--- config.mk ---
export PLATFORM = sky130hd
export DESIGN_NAME = pixel_stream_ctl
export DESIGN_NICKNAME = d
export VERILOG_FILES = /design/src/rtl/pixel_stream_ctl.sv
export SDC_FILE = /design/constraint.sdc
export NUM_CORES = 1
export LEC_CHECK = 0
export CAP_MARGIN = 20
export CELL_PAD_IN_SITES_DETAIL_PLACEMENT = 1
export CELL_PAD_IN_SITES_GLOBAL_PLACEMENT = 2
export CORE_ASPECT_RATIO = 1.25
export CORE_UTILIZATION = 25
export CTS_CLUSTER_DIAMETER = 40
export DETAILED_ROUTE_END_ITERATION = 12
export HOLD_SLACK_MARGIN = 0.02
export PLACE_DENSITY_LB_ADDON = 0.08
export SLEW_MARGIN = 20
export SYNTH_ARGS = -nofsm -noshare
export SYNTH_HDL_FRONTEND = slang
export SYNTH_SLANG_ARGS = --single-unit
--- constraint.sdc ---
create_clock -name clk_i -period 3.6 [get_ports clk_i]
set_clock_uncertainty 0.15 [all_clocks]
set_input_delay 0.72 -clock clk_i [delete_from_list [all_inputs] [get_ports clk_i]]
set_output_delay 0.72 -clock clk_i [all_outputs]
set_load 0.05 [all_outputs]
--- src/rtl/pixel_stream_ctl.sv ---
// pixel_stream_ctl: streams frame-RAM pixel words MSB-first to a serial bit encoder (valid/ready).
// Optional feature macro PIXEL_BRT_EN adds a registered per-byte brightness scaler ahead of the shifter.
module pixel_stream_ctl #(
   parameter int ADDR_W     = 8,
   parameter int RST_CYCLES = 4000
) (
   input  logic              clk_i,
   input  logic              rst_i,
   input  logic              start_i,
   input  logic [ADDR_W-1:0] cfg_led_num_i,
   input  logic              cfg_mode_i,
   input  logic [7:0]        cfg_brt_i,
   output logic [ADDR_W-1:0] ram_rd_addr_o,
   input  logic [31:0]       ram_rd_data_i,
   output logic              bit_vld_o,
   output logic              bit_data_o,
   input  logic              bit_rdy_i,
   output logic              busy_o,
   output logic              frame_done_o
);

   localparam int CNT_W = $clog2(RST_CYCLES + 1);

   typedef enum logic [2:0] {
      ST_IDLE  = 3'd0,
      ST_FETCH = 3'd1,
      ST_LOAD  = 3'd2,
      ST_SHIFT = 3'd3,
      ST_LATCH = 3'd4
   } state_t;

   state_t            state_q, state_d;
   logic [ADDR_W-1:0] led_num_q, led_num_d;
   logic [ADDR_W-1:0] addr_q, addr_d;
   logic [ADDR_W-1:0] pix_q, pix_d;
   logic              mode_q, mode_d;
   logic              iss_q, iss_d;
   logic              rd_vld_q, rd_vld_d;
   logic [31:0]       shift_q, shift_d;
   logic [31:0]       buf_q, buf_d;
   logic [4:0]        bit_cnt_q, bit_cnt_d;
   logic              vld_q, vld_d;
   logic              busy_q, busy_d;
   logic              done_q, done_d;
   logic              pend_q, pend_d;
   logic [CNT_W-1:0]  lat_q, lat_d;

   logic [31:0]       word_s;
   logic              word_vld_s;
   logic              xfer_s;
   logic              last_bit_s;
   logic [ADDR_W:0]   nxt_addr_s;

   // 24-bit words are left-justified so the serial bit is always shift_q[31]
   function automatic logic [31:0] align_word(input logic [31:0] w, input logic m);
      return m ? w : {w[23:0], 8'h00};
   endfunction

`ifdef PIXEL_BRT_EN
   logic [7:0]  brt_q, brt_d;
   logic [31:0] scl_q, scl_d;
   logic        scl_vld_q, scl_vld_d;

   function automatic logic [7:0] scale_byte(input logic [7:0] b, input logic [7:0] s);
      logic [15:0] p;
      p = {8'h00, b} * ({8'h00, s} + 16'd1);
      return 8'(p >> 8);
   endfunction

   always_comb begin
      scl_d     = {scale_byte(ram_rd_data_i[31:24], brt_q), scale_byte(ram_rd_data_i[23:16], brt_q),
                   scale_byte(ram_rd_data_i[15:8], brt_q),  scale_byte(ram_rd_data_i[7:0], brt_q)};
      scl_vld_d = rd_vld_q;
   end

   always_ff @(posedge clk_i or posedge rst_i) begin
      if (rst_i) begin
         scl_q     <= 32'h0000_0000;
         scl_vld_q <= 1'b0;
         brt_q     <= 8'h00;
      end else begin
         scl_q     <= scl_d;
         scl_vld_q <= scl_vld_d;
         brt_q     <= brt_d;
      end
   end

   assign word_s     = scl_q;
   assign word_vld_s = scl_vld_q;
`else
   logic unused_s;
   assign unused_s   = ^cfg_brt_i;
   assign word_s     = ram_rd_data_i;
   assign word_vld_s = rd_vld_q;
`endif

   assign xfer_s     = vld_q & bit_rdy_i;
   assign last_bit_s = (bit_cnt_q == (mode_q ? 5'd31 : 5'd23));
   assign nxt_addr_s = {1'b0, pix_q} + (ADDR_W + 1)'(2);

   always_comb begin
      state_d   = state_q;
      led_num_d = led_num_q;
      mode_d    = mode_q;
      addr_d    = addr_q;
      pix_d     = pix_q;
      iss_d     = 1'b0;
      rd_vld_d  = iss_q;
      shift_d   = shift_q;
      bit_cnt_d = bit_cnt_q;
      vld_d     = vld_q;
      busy_d    = busy_q;
      done_d    = 1'b0;
      lat_d     = lat_q;
      pend_d    = pend_q | (start_i & (state_q != ST_IDLE));
`ifdef PIXEL_BRT_EN
      brt_d     = brt_q;
`endif
      // Prefetched word lands in the buffer; LOAD consumes its word directly
      if (word_vld_s && (state_q != ST_LOAD)) begin
         buf_d = word_s;
      end else begin
         buf_d = buf_q;
      end

      case (state_q)
         ST_IDLE: begin
            if (start_i || pend_q) begin
               state_d   = ST_FETCH;
               led_num_d = cfg_led_num_i;
               mode_d    = cfg_mode_i;
`ifdef PIXEL_BRT_EN
               brt_d     = cfg_brt_i;
`endif
               addr_d    = '0;
               pix_d     = '0;
               iss_d     = 1'b1;
               busy_d    = 1'b1;
               pend_d    = 1'b0;
            end else begin
               state_d = ST_IDLE;
            end
         end
         ST_FETCH: begin
            state_d = ST_LOAD;
         end
         ST_LOAD: begin
            if (word_vld_s) begin
               shift_d   = align_word(word_s, mode_q);
               bit_cnt_d = 5'd0;
               vld_d     = 1'b1;
               state_d   = ST_SHIFT;
               if (led_num_q != '0) begin
                  addr_d = ADDR_W'(1);
                  iss_d  = 1'b1;
               end else begin
                  addr_d = addr_q;
               end
            end else begin
               state_d = ST_LOAD;
            end
         end
         ST_SHIFT: begin
            if (xfer_s && last_bit_s) begin
               if (pix_q == led_num_q) begin
                  vld_d   = 1'b0;
                  lat_d   = '0;
                  state_d = ST_LATCH;
               end else begin
                  shift_d   = align_word(buf_q, mode_q);
                  bit_cnt_d = 5'd0;
                  pix_d     = pix_q + ADDR_W'(1);
                  if (nxt_addr_s <= {1'b0, led_num_q}) begin
                     addr_d = nxt_addr_s[ADDR_W-1:0];
                     iss_d  = 1'b1;
                  end else begin
                     addr_d = addr_q;
                  end
               end
            end else if (xfer_s) begin
               shift_d   = {shift_q[30:0], 1'b0};
               bit_cnt_d = bit_cnt_q + 5'd1;
            end else begin
               shift_d = shift_q;
            end
         end
         ST_LATCH: begin
            if (lat_q == CNT_W'(RST_CYCLES - 1)) begin
               done_d  = 1'b1;
               busy_d  = pend_q | start_i;
               state_d = ST_IDLE;
            end else begin
               lat_d = lat_q + CNT_W'(1);
            end
         end
         default: begin
            state_d = ST_IDLE;
            vld_d   = 1'b0;
            busy_d  = 1'b0;
         end
      endcase
   end

   always_ff @(posedge clk_i or posedge rst_i) begin
      if (rst_i) begin
         state_q   <= ST_IDLE;
         led_num_q <= '0;
         mode_q    <= 1'b0;
         addr_q    <= '0;
         pix_q     <= '0;
         iss_q     <= 1'b0;
         rd_vld_q  <= 1'b0;
         shift_q   <= 32'h0000_0000;
         buf_q     <= 32'h0000_0000;
         bit_cnt_q <= 5'd0;
         vld_q     <= 1'b0;
         busy_q    <= 1'b0;
         done_q    <= 1'b0;
         pend_q    <= 1'b0;
         lat_q     <= '0;
      end else begin
         state_q   <= state_d;
         led_num_q <= led_num_d;
         mode_q    <= mode_d;
         addr_q    <= addr_d;
         pix_q     <= pix_d;
         iss_q     <= iss_d;
         rd_vld_q  <= rd_vld_d;
         shift_q   <= shift_d;
         buf_q     <= buf_d;
         bit_cnt_q <= bit_cnt_d;
         vld_q     <= vld_d;
         busy_q    <= busy_d;
         done_q    <= done_d;
         pend_q    <= pend_d;
         lat_q     <= lat_d;
      end
   end

   assign ram_rd_addr_o = addr_q;
   assign bit_vld_o     = vld_q;
   assign bit_data_o    = shift_q[31];
   assign busy_o        = busy_q;
   assign frame_done_o  = done_q;

endmodule

==> metrics.txt <==
GRT Residual Overflow 0; vias in the first global route 5,255; peak supply drop 0.000305 V; Post-Synthesis Net Count 660; postcts setup bufs 0; pwr dens 735 nW/um2; Simple-Gate Fraction of Synth Area 0.115; core area 25,300 um2; synth warn 0; IO Port Bufs 56; mapped cell area 6450 um2; Sinks on Clock Net 115; wire per inst 18.9 um; # hold bufs at CTS 0; drt via density 4.87; largest net degree at the start of global routing 116; CTS tree yes; Synth Instances 595; Min-Delay Path Class reg -> reg; fmax 332 MHz; Critical Path Fanout Max 9; EDFF count, synth 0; adder-cell share of the synthesized area 0.0233; RePlAce Congestion 0.755; max-cap violation count 0; die width 146 um; DRT Wirelength 18,900 um; Post-DP HPWL 12,800 um; worst setup margin 0.584 ns; count of pins over their slew limit 0; DR iter-0 viols 223; die footprint 26,400 um2; DRT antenna net count 0; antenna violations before repair 2; Nets 716; n_diodes 0; IO Pins 65; worst path arrival time 3.16 ns; Synth Area in XOR/XNOR 0.0175; Distinct cells, synth 59; register area share after synthesis 0.446; clk_lat worst skew 0.42 ns; # resized after CTS 0; Tmin final 3.02 ns; mux cell area share after synthesis 0.211; maximum level of the CTS H-tree 4; first-pass detailed-route iteration total 7; Initial Utilization 0.255; Num CTS Buffers 17; # DRC 0; worst reg2reg path depth 10; CTS Buffer Depth 2; Clk pin slew, worst setup/hold paths 0.06 ns; FILL cells 2,805; DP Worst Slack 0.478 ns; RSZ-0062 raised after global routing no; Cells on Worst Hold Path 0; Total GRT Usage 0.151; Slew headroom 0.438; Finish-stage setup viols 0; Startpoint Class register; Synth Area in Compound Gates 0.138; synthesized flop and latch total 115; Final Hold Viols 0; Top FF cell, synth dfrtp_1; Rows 65; CTS Root Cell clkbuf_16; via count 4,865; status finished, final reports clean; Worst Path Required 3.75 ns; first-pass GRT wire length 30,300 um; layout cells sized above 1 0.211; Die Y-Extent 182 um; P_leak 3.32 nW; critical path type reg -> reg; period utilization 0.838; Slew @ Worst Pin 0.843 ns; P&R area growth vs syn 24.5%; Crit. End Element register; syn_area_per_cell 10.8 um2; main combinational cell family by area after synthesis multiplexers; Setup TNS 0 ns; Async SR Flop Fraction 1.00
registers in the layout, summed over array words and instances (netlist names):
signal         cells
bit_cnt_q          5
bit_vld_o          1
buf_q             32
busy_o             1
frame_done_o       1
iss_q              1
lat_q             12
led_num_q          8
mode_q             1
pend_q             1
pix_q              8
ram_rd_addr_o      8
rd_vld_q           1
shift_q           32
state_q            3
Yosys cell counts (all sizes together), types with 5 or more instances:
cell type,n,share of area
nor2b,16,0.016
a222oi,8,0.012
ha,12,0.023
inv,33,0.019
mux2i,33,0.051
o21ai,17,0.013
a21oi,35,0.027
nand4,5,0.0049
a221o,10,0.016
nor3,10,0.0078
nand2b,5,0.0049
a21o,6,0.0072
a31oi,6,0.0082
and3,11,0.011
nor4,8,0.011
nand2,39,0.023
dfrtp,115,0.45
o21a,5,0.0058
nor2,16,0.0097
clkbuf,18,0.010
a211oi,16,0.019
buf,17,0.019
mux2,91,0.16
xor2,10,0.015
nand3,13,0.010
report_power, final:
group | total (mW) | internal (mW) | leakage, nW | switching [mW]
clock | 1.73 | 1.04 | 0.275 | 0.682
combinational | 2.00 | 1.01 | 1.63 | 0.992
sequential | 2.17 | 1.78 | 1.42 | 0.396
critical path, stage by stage, from the launching register on:
cell      delay, ns
dfrtp_1        0.47
ha_1           0.31
nand2_1        0.08
nor2_1         0.17
xor2_1         0.23
ha_1           0.28
nand3_1        0.11
or3_1          0.11
o211ai_1       0.15
a31oi_4        0.48
mux2_4         0.34
stage by stage:
step | power [mW] | utilization | std cells | hold WS, ns | instance area [um2]
final | 5.90 | 0.317 | 999 | 0.199 | 8030
after global routing | 6.28 | 0.317 | 999 | 0.202 | 8030
after CTS | 6.01 | 0.317 | 999 | 0.201 | 8030
after detailed placement | 4.25 | 0.294 | 967 | 0.187 | 7430
after global placement | 4.18 | 0.294 | 967 | 0.186 | 7430
after floorplan | 3.62 | - | 595 | 0.181 | 6450
per-layer routing:
layer | share of wire | GRT usage | up-vias
li1 | - | - | 2289
met1 | 0.43 | 0.181 | 2498
met2 | 0.52 | 0.267 | 56
met3 | 0.031 | 0.0314 | 18
met4 | 0.012 | 0.0493 | 4
met5 | 0.0016 | 0 | -
cell type report:
cell class / count / area, um2 / area share
sequential: 115 / 2880 / 0.359
timing repair buffer: 72 / 718 / 0.0895
clock buffer: 18 / 439 / 0.0547
inverter: 33 / 128 / 0.0159
multi-input combinational: 412 / 3290 / 0.410
tap: 335 / 419 / 0.0522
clock inverter: 14 / 155 / 0.0193
cells by family after synthesis:
family,Yosys count
and+or+nand+nor,139
AOI/OAI and AO/OA,125
muxes,124
DFF,115
buffers and inverters,68
xor gates and xnor gates,12
adders and majority gates,12
placed cells by master (no fill, tap or decap), types with 12 or more instances in the layout:
master / n
dfrtp_1: 114
mux2_2: 72
clkdlybuf4s50_1: 56
nand2_1: 37
a21oi_1: 35
mux2i_1: 33
inv_1: 31
mux2_1: 17
clkbuf_16: 17
nor2b_1: 16
a211oi_1: 16
o21ai_0: 15
nor2_1: 14
nand3_1: 13
buf_4: 13
ha_1: 12
final timing paths:
| check | start | to | slack, ns |
|---|---|---|---|
| setup / recovery | pix_q[2] | ram_rd_addr_o[1] | 0.58 |
| min in group asynchronous | rst_i | buf_q[30] | 0.68 |
| hold / removal | iss_q | rd_vld_q | 0.20 |
| max in group asynchronous | rst_i | lat_q[11] | 2.06 |
| hold reg to reg | iss_q | rd_vld_q | 0.20 |
| setup reg to reg | pix_q[2] | ram_rd_addr_o[1] | 0.58 |
Power figures use the tool's default switching activity.
